### src/rtl/seq_alu.sv
// Multi-cycle ALU: single-cycle add/sub/logic/slt, plus iterative unsigned
// shift-add multiply and restoring divide behind a start/busy/done handshake.
module seq_alu #(
  parameter int unsigned WIDTH = 32
) (
  input  logic             clk,
  input  logic             rst,
  input  logic             start,
  input  logic [2:0]       op,
  input  logic [WIDTH-1:0] A,
  input  logic [WIDTH-1:0] B,
  output logic             busy,
  output logic             done,
  output logic [WIDTH-1:0] result_lo,
  output logic [WIDTH-1:0] result_hi,
  output logic             c_flag,
  output logic             v_flag,
  output logic             zero_flag,
  output logic             div_by_zero
);

  localparam int unsigned CW = $clog2(WIDTH) + 1;

  localparam logic [2:0] OP_ADD   = 3'd0;
  localparam logic [2:0] OP_SUB   = 3'd1;
  localparam logic [2:0] OP_AND   = 3'd2;
  localparam logic [2:0] OP_OR    = 3'd3;
  localparam logic [2:0] OP_SLT   = 3'd4;
  localparam logic [2:0] OP_MULTU = 3'd5;
  localparam logic [2:0] OP_DIVU  = 3'd6;

  typedef enum logic [1:0] {S_IDLE, S_MUL, S_DIV} state_t;

  state_t state, state_next;

  logic [CW-1:0]    cnt;
  logic [WIDTH-1:0] b_reg;
  logic [WIDTH-1:0] work_hi;
  logic [WIDTH-1:0] work_lo;

  logic             accept;
  logic             is_mul, is_div;
  logic [WIDTH:0]   add_full, sub_full;
  logic [WIDTH-1:0] sc_lo, sc_hi;
  logic             sc_c, sc_v, sc_dbz;

  logic [WIDTH:0]   mul_sum;
  logic [WIDTH-1:0] mul_hi_next, mul_lo_next;
  logic [WIDTH:0]   div_shift;
  logic             div_ok;
  logic [WIDTH-1:0] rem_next, q_next;

  assign busy     = (state != S_IDLE);
  assign accept   = start && (state == S_IDLE);
  assign is_mul   = (op == OP_MULTU);
  assign is_div   = (op == OP_DIVU) && (B != '0);
  assign add_full = {1'b0, A} + {1'b0, B};
  assign sub_full = {1'b0, A} - {1'b0, B};

  always_comb begin
    sc_lo  = '0;
    sc_hi  = '0;
    sc_c   = 1'b0;
    sc_v   = 1'b0;
    sc_dbz = 1'b0;
    case (op)
      OP_ADD: begin
        {sc_c, sc_lo} = add_full;
        sc_v = (A[WIDTH-1] == B[WIDTH-1]) && (add_full[WIDTH-1] != A[WIDTH-1]);
      end
      OP_SUB: begin
        {sc_c, sc_lo} = sub_full;
        sc_v = (A[WIDTH-1] != B[WIDTH-1]) && (sub_full[WIDTH-1] != A[WIDTH-1]);
      end
      OP_AND: sc_lo = A & B;
      OP_OR:  sc_lo = A | B;
      OP_SLT: sc_lo = {{(WIDTH-1){1'b0}}, ($signed(A) < $signed(B))};
      OP_DIVU: begin
        // only reaches the result path when B == 0
        sc_lo  = '1;
        sc_hi  = A;
        sc_dbz = 1'b1;
      end
      default: ;
    endcase
  end

  // Multiply: {work_hi, work_lo} holds partial product above the unconsumed multiplier bits.
  assign mul_sum     = {1'b0, work_hi} + {1'b0, (work_lo[0] ? b_reg : {WIDTH{1'b0}})};
  assign mul_hi_next = mul_sum[WIDTH:1];
  assign mul_lo_next = {mul_sum[0], work_lo[WIDTH-1:1]};

  // Divide: work_hi is the remainder, work_lo shifts dividend out and quotient in.
  assign div_shift = {work_hi, work_lo[WIDTH-1]};
  assign div_ok    = (div_shift >= {1'b0, b_reg});
  assign rem_next  = div_ok ? WIDTH'(div_shift - {1'b0, b_reg}) : div_shift[WIDTH-1:0];
  assign q_next    = {work_lo[WIDTH-2:0], div_ok};

  always_ff @(posedge clk) begin
    if (rst) state <= S_IDLE;
    else     state <= state_next;
  end

  always_comb begin
    state_next = state;
    case (state)
      S_IDLE: begin
        if (accept && is_mul)      state_next = S_MUL;
        else if (accept && is_div) state_next = S_DIV;
      end
      S_MUL, S_DIV: if (cnt == '0) state_next = S_IDLE;
      default: state_next = S_IDLE;
    endcase
  end

  always_ff @(posedge clk) begin
    if (rst) begin
      done        <= 1'b0;
      result_lo   <= '0;
      result_hi   <= '0;
      c_flag      <= 1'b0;
      v_flag      <= 1'b0;
      zero_flag   <= 1'b1;
      div_by_zero <= 1'b0;
      cnt         <= '0;
      b_reg       <= '0;
      work_hi     <= '0;
      work_lo     <= '0;
    end else begin
      done <= 1'b0;
      case (state)
        S_IDLE: begin
          if (accept) begin
            div_by_zero <= 1'b0;
            if (is_mul || is_div) begin
              work_hi <= '0;
              work_lo <= A;
              b_reg   <= B;
              cnt     <= CW'(WIDTH - 1);
            end else begin
              result_lo   <= sc_lo;
              result_hi   <= sc_hi;
              c_flag      <= sc_c;
              v_flag      <= sc_v;
              zero_flag   <= (sc_lo == '0);
              div_by_zero <= sc_dbz;
              done        <= 1'b1;
            end
          end
        end
        S_MUL: begin
          work_hi <= mul_hi_next;
          work_lo <= mul_lo_next;
          cnt     <= cnt - 1'b1;
          if (cnt == '0) begin
            result_lo <= mul_lo_next;
            result_hi <= mul_hi_next;
            c_flag    <= 1'b0;
            v_flag    <= 1'b0;
            zero_flag <= (mul_lo_next == '0);
            done      <= 1'b1;
          end
        end
        S_DIV: begin
          work_hi <= rem_next;
          work_lo <= q_next;
          cnt     <= cnt - 1'b1;
          if (cnt == '0) begin
            result_lo <= q_next;
            result_hi <= rem_next;
            c_flag    <= 1'b0;
            v_flag    <= 1'b0;
            zero_flag <= (q_next == '0);
            done      <= 1'b1;
          end
        end
        default: ;
      endcase
    end
  end

endmodule

### config.mk
export PLATFORM = sky130hd
export DESIGN_NAME = seq_alu
export DESIGN_NICKNAME = d
export VERILOG_FILES = /design/src/rtl/seq_alu.sv
export SDC_FILE = /design/constraint.sdc
export NUM_CORES = 1
export LEC_CHECK = 0
export ABC_AREA = 1
export BUFFER_PORTS_ARGS = -buffer_cell sky130_fd_sc_hd__buf_4
export CAP_MARGIN = 20
export CORE_UTILIZATION = 30
export CTS_BUF_LIST = sky130_fd_sc_hd__clkbuf_4
export DETAILED_ROUTE_END_ITERATION = 8
export PLACE_DENSITY = 0.57
export SYNTH_ARGS = -nofsm -noshare
export SYNTH_HDL_FRONTEND = slang
export SYNTH_SLANG_ARGS = --single-unit
### constraint.sdc
create_clock -name clk -period 5.4 [get_ports clk]
set_input_delay 0.27 -clock clk [delete_from_list [all_inputs] [get_ports clk]]
set_output_delay 0.27 -clock clk [all_outputs]
set_load 0.01 [all_outputs]
# After elaboration in Yosys (flattened, before gate mapping)
# Index checks and enable logic that the tools add are counted.
word_totals:
  in_bits: 70
  register_bits: 173
  output_inout_bits: 70
op_classes:
  n_reduce_logical: 25
  addsub: 5
  n_lt_le_gt_ge: 2
  bitwise_logic: 2
  n_mux: 47
  eq_ne: 19
op_table:
  columns: ["cell", "n"]
  rows:
  - ["2-to-1 mux 32 bit", 15]
  - ["case mux 32 bit (3 select lines)", 4]
  - ["case mux 32 bit (6 select lines)", 1]
  - ["zero test 32 bit", 3]
  - ["adder 32 x 32 -> 33 bit", 2]
  - ["greater-or-equal comparator 33 x 32 -> 1 bit", 1]
  - ["subtractor 32 x 32 -> 33 bit", 1]
  - ["bitwise AND 32 bit", 1]
  - ["< comparator 32 bit", 1]
  - ["bitwise OR 32 bit", 1]
  - ["nonzero test 32 bit", 1]
  - ["subtractor 32 bit", 1]
  - ["2-to-1 mux 1 bit", 14]
  - ["2-to-1 mux 6 bit", 2]
  - ["case mux 6 bit (2 select lines)", 1]
  - ["case mux 1 bit (2 select lines)", 5]
  - ["== test 3 bit (second input constant)", 3]
  - ["AND reduction 3 bit", 3]
  - ["!= test 2 bit (second input constant)", 4]
  - ["== test 3 x 2 -> 1 bit (second input constant)", 2]
  - ["logical AND 1 bit", 6]
  - ["zero test 6 bit", 1]
  - ["2-to-1 mux 2 bit", 3]
  - ["subtractor 6 x 1 -> 6 bit (second input constant)", 1]
  - ["18 further kinds", 23]

# Logic depth before layout (Yosys ltp)
# Gate-level depths: netlist of the first run.
depth:
  ltp_word: 7
  depth_mapped: 23

# Worst setup path before layout of the first run
# Ideal clock, no wire load.
synth_timing:
  path_kind: "reg-to-reg"
  from: "register work_lo[0]"
  to: "register work_hi[25]"
  t_required_ps: 5272
  path_buffers: 2
  arrival_time_ps: 2453
  path_stages_with_launch: 17
  path_slack_ps: 2818
  path_cell_list: "dfxtp_1 > clkbuf_1 > clkbuf_1 > nand2_1 > inv_1 > ha_1 > a21oi_1 > inv_1 > a21oi_1 > o21ai_0 > a221oi_1 > nand2_1 > or2_2 > nand3_1 > nand2_1 > nand2_1 > a21oi_1"
synth_between:
  elab_chain_cells: 3
synth_lines:
  columns: ["element", "line_no", "rtl"]
  rows:
  - ["start: declaration", "39", "logic [WIDTH-1:0] work_lo;"]
  - ["start signal: assignment", "153", "work_lo <= mul_lo_next;"]
  - ["start signal: assignment", "166", "work_lo <= q_next;"]
  - ["2-to-1 mux 32 bit", "89", "assign mul_sum = {1'b0, work_hi} + {1'b0, (work_lo[0] ? b_reg : {WIDTH{1'b0}})};"]
  - ["adder 32 x 32 -> 33 bit", "89", null]
  - ["case mux 32 bit (3 select lines)", "131", "case (state)"]
  - ["end signal: assignment", "152", "work_hi <= mul_hi_next;"]
  - ["end signal: assignment", "165", "work_hi <= rem_next;"]
  - ["end: declaration", "38", "logic [WIDTH-1:0] work_hi;"]
# Every way passes these cells.
# A chain may end at the register's enable or synchronous reset.

# Final worst setup path of the first run
layout_timing:
  from: "input B[16]"
  to: "register result_lo[9]"
layout_between:
  elab_chain_cells: 5
layout_lines:
  columns: ["element", "line_no", "rtl"]
  rows:
  - ["start: declaration", "11", "input logic [WIDTH-1:0] B,"]
  - ["nonzero test 32 bit", "56", "assign is_div = (op == OP_DIVU) && (B != '0);"]
  - ["logical AND 1 bit", "56", null]
  - ["logical OR 1 bit", "135", "if (is_mul || is_div) begin"]
  - ["!= test 2 bit (no source line)", null, null]
  - ["AND reduction 5 bit (no source line)", null, null]
  - ["end signal: assignment", "141", "result_lo <= sc_lo;"]
  - ["end signal: assignment", "156", "result_lo <= mul_lo_next;"]
  - ["end signal: assignment", "169", "result_lo <= q_next;"]
  - ["end: declaration", "14", "output logic [WIDTH-1:0] result_lo,"]
# Every way passes these cells.

==> metrics.txt, run 1 <==
latest clock arrival within the worst-skew pair roughly 0.7 ns; clock period minus worst slack approximately 4.2 ns; count of cell types in the netlist 53; Pwr Total about 8.7 mW; crit path cell chain dlygate4sd3_1 > buf_4 > nor4_1 > nand4_1 > o21ai_1 > nand2_1 > nand2_1 > nand2_2 > inv_2 > buf_4 > o21ai_0 > a31oi_1; worst hold-check path type input port to flip-flop; antenna-violating nets left 0; gpl congestion 1.00; cell area after synthesis around 0.018 sq mm; Worst slew margin between 20% and 30%; area of the die 0.0626 sq mm; number of instances resized during post-cts repair 0; # IOs 140; Yosys top cell area share about a fifth; Synth area leader dfxtp_1; Setup violations, final 0; antenna violations before repair 1; H-tree Lvls 4; vias per cell around 5.2; area delta synth->final 13.1%; crit path max fanout 37; placed inst area around 0.02 sq mm; CTS Buffer Depth 2; Setup TNS Final 0 ns; maxcap violations 0; register area share after synthesis a little under a fifth; clock-pin slew on the worst setup and hold paths approximately 0.18 ns; Fin. Hold Viols 0; syn nets around 3500; vias in the first global route around 19000; CP endpoint kind flip-flop; Clock Skews 0.0397 ns; dpl hpwl ~64000 um; largest net degree at the start of global routing between 80 and 90; RSZ-0062 raised after global routing false; GRT Util Overall 24.7%; total CTS buffers 17; Required @ worst endpoint between 6 and 7 ns; gr ovfl total 0; first-pass detailed-route iteration total 5; DR iter-0 viols roughly 2300; cell leakage power between 10 and 15 nW; Sink Count 173; most frequent cells after synthesis 813 x nand2_1, 506 x inv_1, 311 x a21oi_1, 308 x o21ai_0, 252 x nor2_1; CTS root buf clkbuf_4; worst vdd ir about 0.39 mV; postcts setup bufs 0; chip height between 200 and 300 um; status complete, no violations; layout cell share with drive strength beyond 1 under 10%; Remaining DRCs 0; crit path DAT about 4.8 ns; Max Slew Vio Count 0; CP Launch Type input port; final instance area between 0.02 and 0.025 sq mm; DIE WIDTH roughly 250 um; Max stage delay on crit path 0.73 ns; Mapped Avg Cell Area 5.75 sq um; Core Rows 90; number of synthesized register bits between 150 and 200; main area contributors after synthesis dfxtp_1 19%, nand2_1 17%, ha_1 12%; ys flop type dfxtp_1; Max stage delay cell, worst path inv_2; crit path kind input port to flip-flop; Pwr per Cell Area 418 mW/mm^2; Avg WL per Cell just under 20 um; number of I/O port buffers between 100 and 150; CTS tree done; Initial Util between 30% and 40%; hold buffer count at cts 52; Async SR Flop Fraction 0%; max frequency 0.241 GHz; global-route wire length before repair between 100000 and 150000 um; Post-synth EDFFs 0; Worst-Margin Slew roughly 1.0 ns; Post-Syn Instances between 3000 and 4000; synth warn 0; Layout Nets about 3500; share of the clock period used by the worst path about three quarters; most frequent cell after synthesis nand2_1; Core Region just over 0.06 sq mm; routed vias between 20000 and 25000; detailed-route wire length 79500 um
-- per-stage QoR --
| step | util, % | setup WS (ns) | std cells | hold WS (ns) |
|---|---|---|---|---|
| CTS | 34.5 | 1.41 | 4099 | 0.00739 |
| global placement | 33.1 | 1.28 | 4015 | 0.457 |
| floorplan | - | 2.82 | 3212 | 0.348 |
| detailed placement | 33.1 | 1.24 | 4015 | 0.461 |
| global route | 34.5 | 1.14 | 4100 | 0.0574 |
| finish | 34.5 | 1.25 | 4100 | 0.0488 |
-- worst paths after layout --
kind	startpoint	endpoint	slack, ns	depth (start not counted)
hold reg to reg	v_flag	v_flag	0.49	2
hold / removal	A[20]	result_hi[20]	0.05	3
setup reg to reg	state[0]	result_lo[9]	1.66	12
setup / recovery	B[16]	result_lo[9]	1.25	12
-- critical path, delay by kind of cell --
family	cells	cell delay (ns)
buffers and inverters	4	1.85
AND/OR/NAND/NOR	5	1.81
AO/OA/AOI/OAI	3	0.80
-- layout make-up --
class / count / area, sq um
repair buffers: 206 / 1680
clock inverters: 15 / 164
diodes: 1 / 2.50
inverters: 519 / 1950
well taps: 782 / 978
clock buffers: 17 / 128
multi-input cells: 2387 / 12500
fillers: 6866 / 39700
flip-flops and latches: 173 / 3460
-- cell usage in the layout, fill, tap and decap left out, types with 3 or more instances in the layout --
master and instances:
inv_8 5, a221oi_1 3, a211oi_1 10, nand3_2 5, clkbuf_4 17, o22ai_1 30, nand4_1 36, nor2_1 252
nor3b_1 3, o21ai_1 16, xnor2_1 13, nand2_2 4, o211ai_1 3, inv_6 3, nand3b_1 6, fa_1 4
o21ai_0 308, and2_1 8, inv_2 12, o21bai_1 15, nor2_2 8, buf_4 154, a31oi_1 69, nand2_1 813
dlygate4sd3_1 52, inv_1 505, dfxtp_1 173, nor4_1 17, nor3_1 25, a21oi_1 310, or2_2 5, ha_1 169
a21o_1 12, nand3_1 214, xor2_1 7
-- power by group --
part | switching, mW | leakage [nW] | internal, mW
registers | 0.363 | 1.42 | 1.67
clock network | 0.614 | 0.152 | 0.216
logic | 3.99 | 8.94 | 1.87
total | 4.97 | 10.5 | 3.76
-- cell families after synthesis --
kind of cell             Yosys count  synth area share (%)
AND/OR/NAND/NOR                 1401                  31.6
AO/OA/AOI/OAI                    792                  23.1
buffers and inverters            652                  13.7
adder cells (fa/ha/maj)          174                  12.0
flip-flops                       173                  18.8
XOR/XNOR                          20                 0.949
-- routing by layer --
metal / up-vias / track usage [%] / wire (um)
met5: - / 0 / 0
met4: 0 / 7.36 / 2290
met3: 103 / 3.44 / 5870
met2: 883 / 37.5 / 33000
met1: 9774 / 35.9 / 38300
li1: 10700 / - / -
Note: power is estimated with default switching activity, not from simulation.
==> run 2, diff against run 1 <==
==> constraint.sdc (replaced) <==
create_clock -name clk -period 4.1 [get_ports clk]
set_input_delay 0.205 -clock clk [delete_from_list [all_inputs] [get_ports clk]]
set_output_delay 0.205 -clock clk [all_outputs]
set_load 0.01 [all_outputs]
==> metrics.txt, run 2 (synthesis results as in run 1) <==
latest clock arrival within the worst-skew pair 0.69 ns (about the same); global-route wire length before repair 119000 um (+0.18%); Avg WL per Cell 19.2 um (-0.94%); CP endpoint kind flip-flop; cell leakage power 10.6 nW (+0.80%); Logic pwr share 67.1% (about the same); maxcap violations 0 (unchanged); commonest non-fill, non-tap cell in the layout nand2_1; Initial Util 30.5% (unchanged); hold buffer count at cts 59 (+13%); postcts setup bufs 0 (unchanged); Setup violations, final 0 (unchanged); Fin. Hold Viols 0 (unchanged); crit path kind flip-flop to flip-flop; Worst slew margin 29.5% (+0.13 points); area of the die 0.0626 sq mm (unchanged); CTS root buf clkbuf_4; layout cell share with drive strength beyond 1 7.23% (+0.23 points); crit path max fanout 13 (-65%); final instance area 0.0210 sq mm (+0.73%); Util after Layout 34.7% (+0.25 points); RSZ-0062 raised after global routing false; critical path depth 18 (+6); Worst-Margin Slew 1.05 ns (-0.00199 ns); Place WS 0.859 ns (-0.378 ns); crit path cell chain nand2_1 > inv_1 > ha_1 > fa_1 > nand2_1 > nand2_1 > a21oi_1 > o21ai_1 > inv_1 > o21ai_2 > a21boi_0 > inv_1 > nand3_1 > nand3b_1 > nand3_1 > nand2_1 > nand2_1 > a21oi_1; CTS Buffer Depth 2 (unchanged); DR iter-0 viols 2246 (-0.53%); Pwr Total 11.5 mW (+32%); worst path buffer plus inverter count 3 (-1); Layout Nets 3565 (+0.48%); Max Slew Vio Count 0 (unchanged); status complete, no violations; Sink Count 173 (unchanged); Core Rows 90 (unchanged); number of instances resized during post-cts repair 0 (unchanged); DIE WIDTH 250 um (unchanged); detailed-route wire length 79100 um (-0.53%); dpl hpwl 63900 um (+0.40%); largest net degree at the start of global routing 117 (+39%); CP top delay family compound AO/OA/AOI/OAI gates; share of the clock period used by the worst path between 80% and 90%; reg2reg start work_lo[0]; H-tree Lvls 4 (unchanged); worst reg-to-reg setup slack 0.77 ns (-0.89 ns); total CTS buffers 17 (unchanged); critical path capture point result_hi[27]; Reg2Reg Depth 18 (+6); GRT Util Overall 24.7% (about the same); area delta synth->final 13.9%; most frequent cells in the layout 813 x nand2_1, 505 x inv_1, 310 x a21oi_1; number of I/O port buffers 139 (unchanged); Max stage delay on crit path 0.66 ns (-0.07 ns); vias in the first global route 19100 (-1.4%); antenna violations before repair 1 (unchanged); RR Endpoint result_hi[27]; post-route insts no fill 4117 (+0.41%); area occupied by multi-input gates 0.0125 sq mm (about the same); CTS tree done; crit path DAT 3.93 ns (-0.83 ns); number of cells after detailed placement 4025 (+0.25%); Pwr per Cell Area 546 mW/mm^2 (+31%); clock share of power 9.3% (-0.2 points); gpl congestion 0.990 (-1.0%); routed vias 21300 (-0.57%); antenna-violating nets left 0 (unchanged); worst vdd ir 0.676 mV (+74%); max frequency 0.300 GHz; Power Internal 4.98 mW (+32%); WHS 0.0471 ns (-0.00167 ns); Remaining DRCs 0 (unchanged); vias per cell 5.18 (-0.98%); Sequential Power Share 23.6% (+0.3 points); chip height 250 um (unchanged); Core Region 0.0606 sq mm (unchanged); Switching Fraction 56.6% (-0.30 points); worst hold-check path type input port to flip-flop; CP Launch Type flip-flop; cell mode on critical path nand2_1; Required @ worst endpoint 4.70 ns (-1.31 ns); placed inst area 0.0201 sq mm (+0.41%); Fillers 6846 (-0.29%); Setup TNS Final 0 ns (unchanged); # IOs 140 (unchanged); gr ovfl total 0 (unchanged); Clock Skews 0.0329 ns (-0.00673 ns); net switching power 6.50 mW (+31%); Max stage delay cell, worst path dfxtp_1; worst setup margin 0.768 ns (-0.480 ns); clock-pin slew on the worst setup and hold paths 0.18 ns (about the same); register area 0.00346 sq mm (unchanged); CP Launch Point work_lo[0]; clock period minus worst slack 3.33 ns; first-pass detailed-route iteration total 6 (+1)
[run 2: power groups by stage]
stage	combinational, mW	sequential [mW]	clock (mW)
after global placement	7.49	2.74	0
after detailed placement	7.49	2.72	0
final	7.70	2.71	1.07
after CTS	7.58	2.69	1.09
after global routing	8.55	2.75	1.15
after floorplan	5.15	2.61	0
[run 2: worst min-delay path by stage]
stage | startpoint | cells past startpoint | slack (ns) | end
floorplan | rst | 1 | 0.28 | state[0]
global placement | c_flag | 2 | 0.45 | c_flag
detailed placement | div_by_zero | 2 | 0.46 | div_by_zero
CTS | A[15] | 3 | 0.001 | result_hi[15]
global route | A[17] | 3 | 0.02 | result_hi[17]
finish | A[15] | 3 | 0.05 | result_hi[15]
[run 2: layout make-up]
cell class | count | share of cell area [%]
multi-input combinational | 2387 | 59.5
sequential | 173 | 16.5
inverter | 519 | 9.27
timing repair buffer | 223 | 8.72
tap | 782 | 4.65
clock inverter | 15 | 0.779
clock buffer | 17 | 0.607
antenna | 1 | 0.0119
[run 2: worst register-to-register path, cell delays in order (launching register included)]
cell and delay [ns]:
dfxtp_1 0.66, nand2_1 0.10, inv_1 0.07, ha_1 0.21, fa_1 0.23, nand2_1 0.07, nand2_1 0.06, a21oi_1 0.10
o21ai_1 0.32, inv_1 0.10, o21ai_2 0.32, a21boi_0 0.24, inv_1 0.15, nand3_1 0.10, nand3b_1 0.11, nand3_1 0.11
nand2_1 0.09, nand2_1 0.08, a21oi_1 0.15
[run 2: layer usage]
| layer | GRT usage [%] | up-vias | wire length [um] |
|---|---|---|---|
| met5 | 0 | - | 0 |
| met4 | 6.52 | 0 | 1950 |
| met3 | 3.45 | 89 | 6360 |
| met2 | 37.3 | 927 | 33000 |
| met1 | 36.3 | 9614 | 37800 |
| li1 | - | 10700 | - |
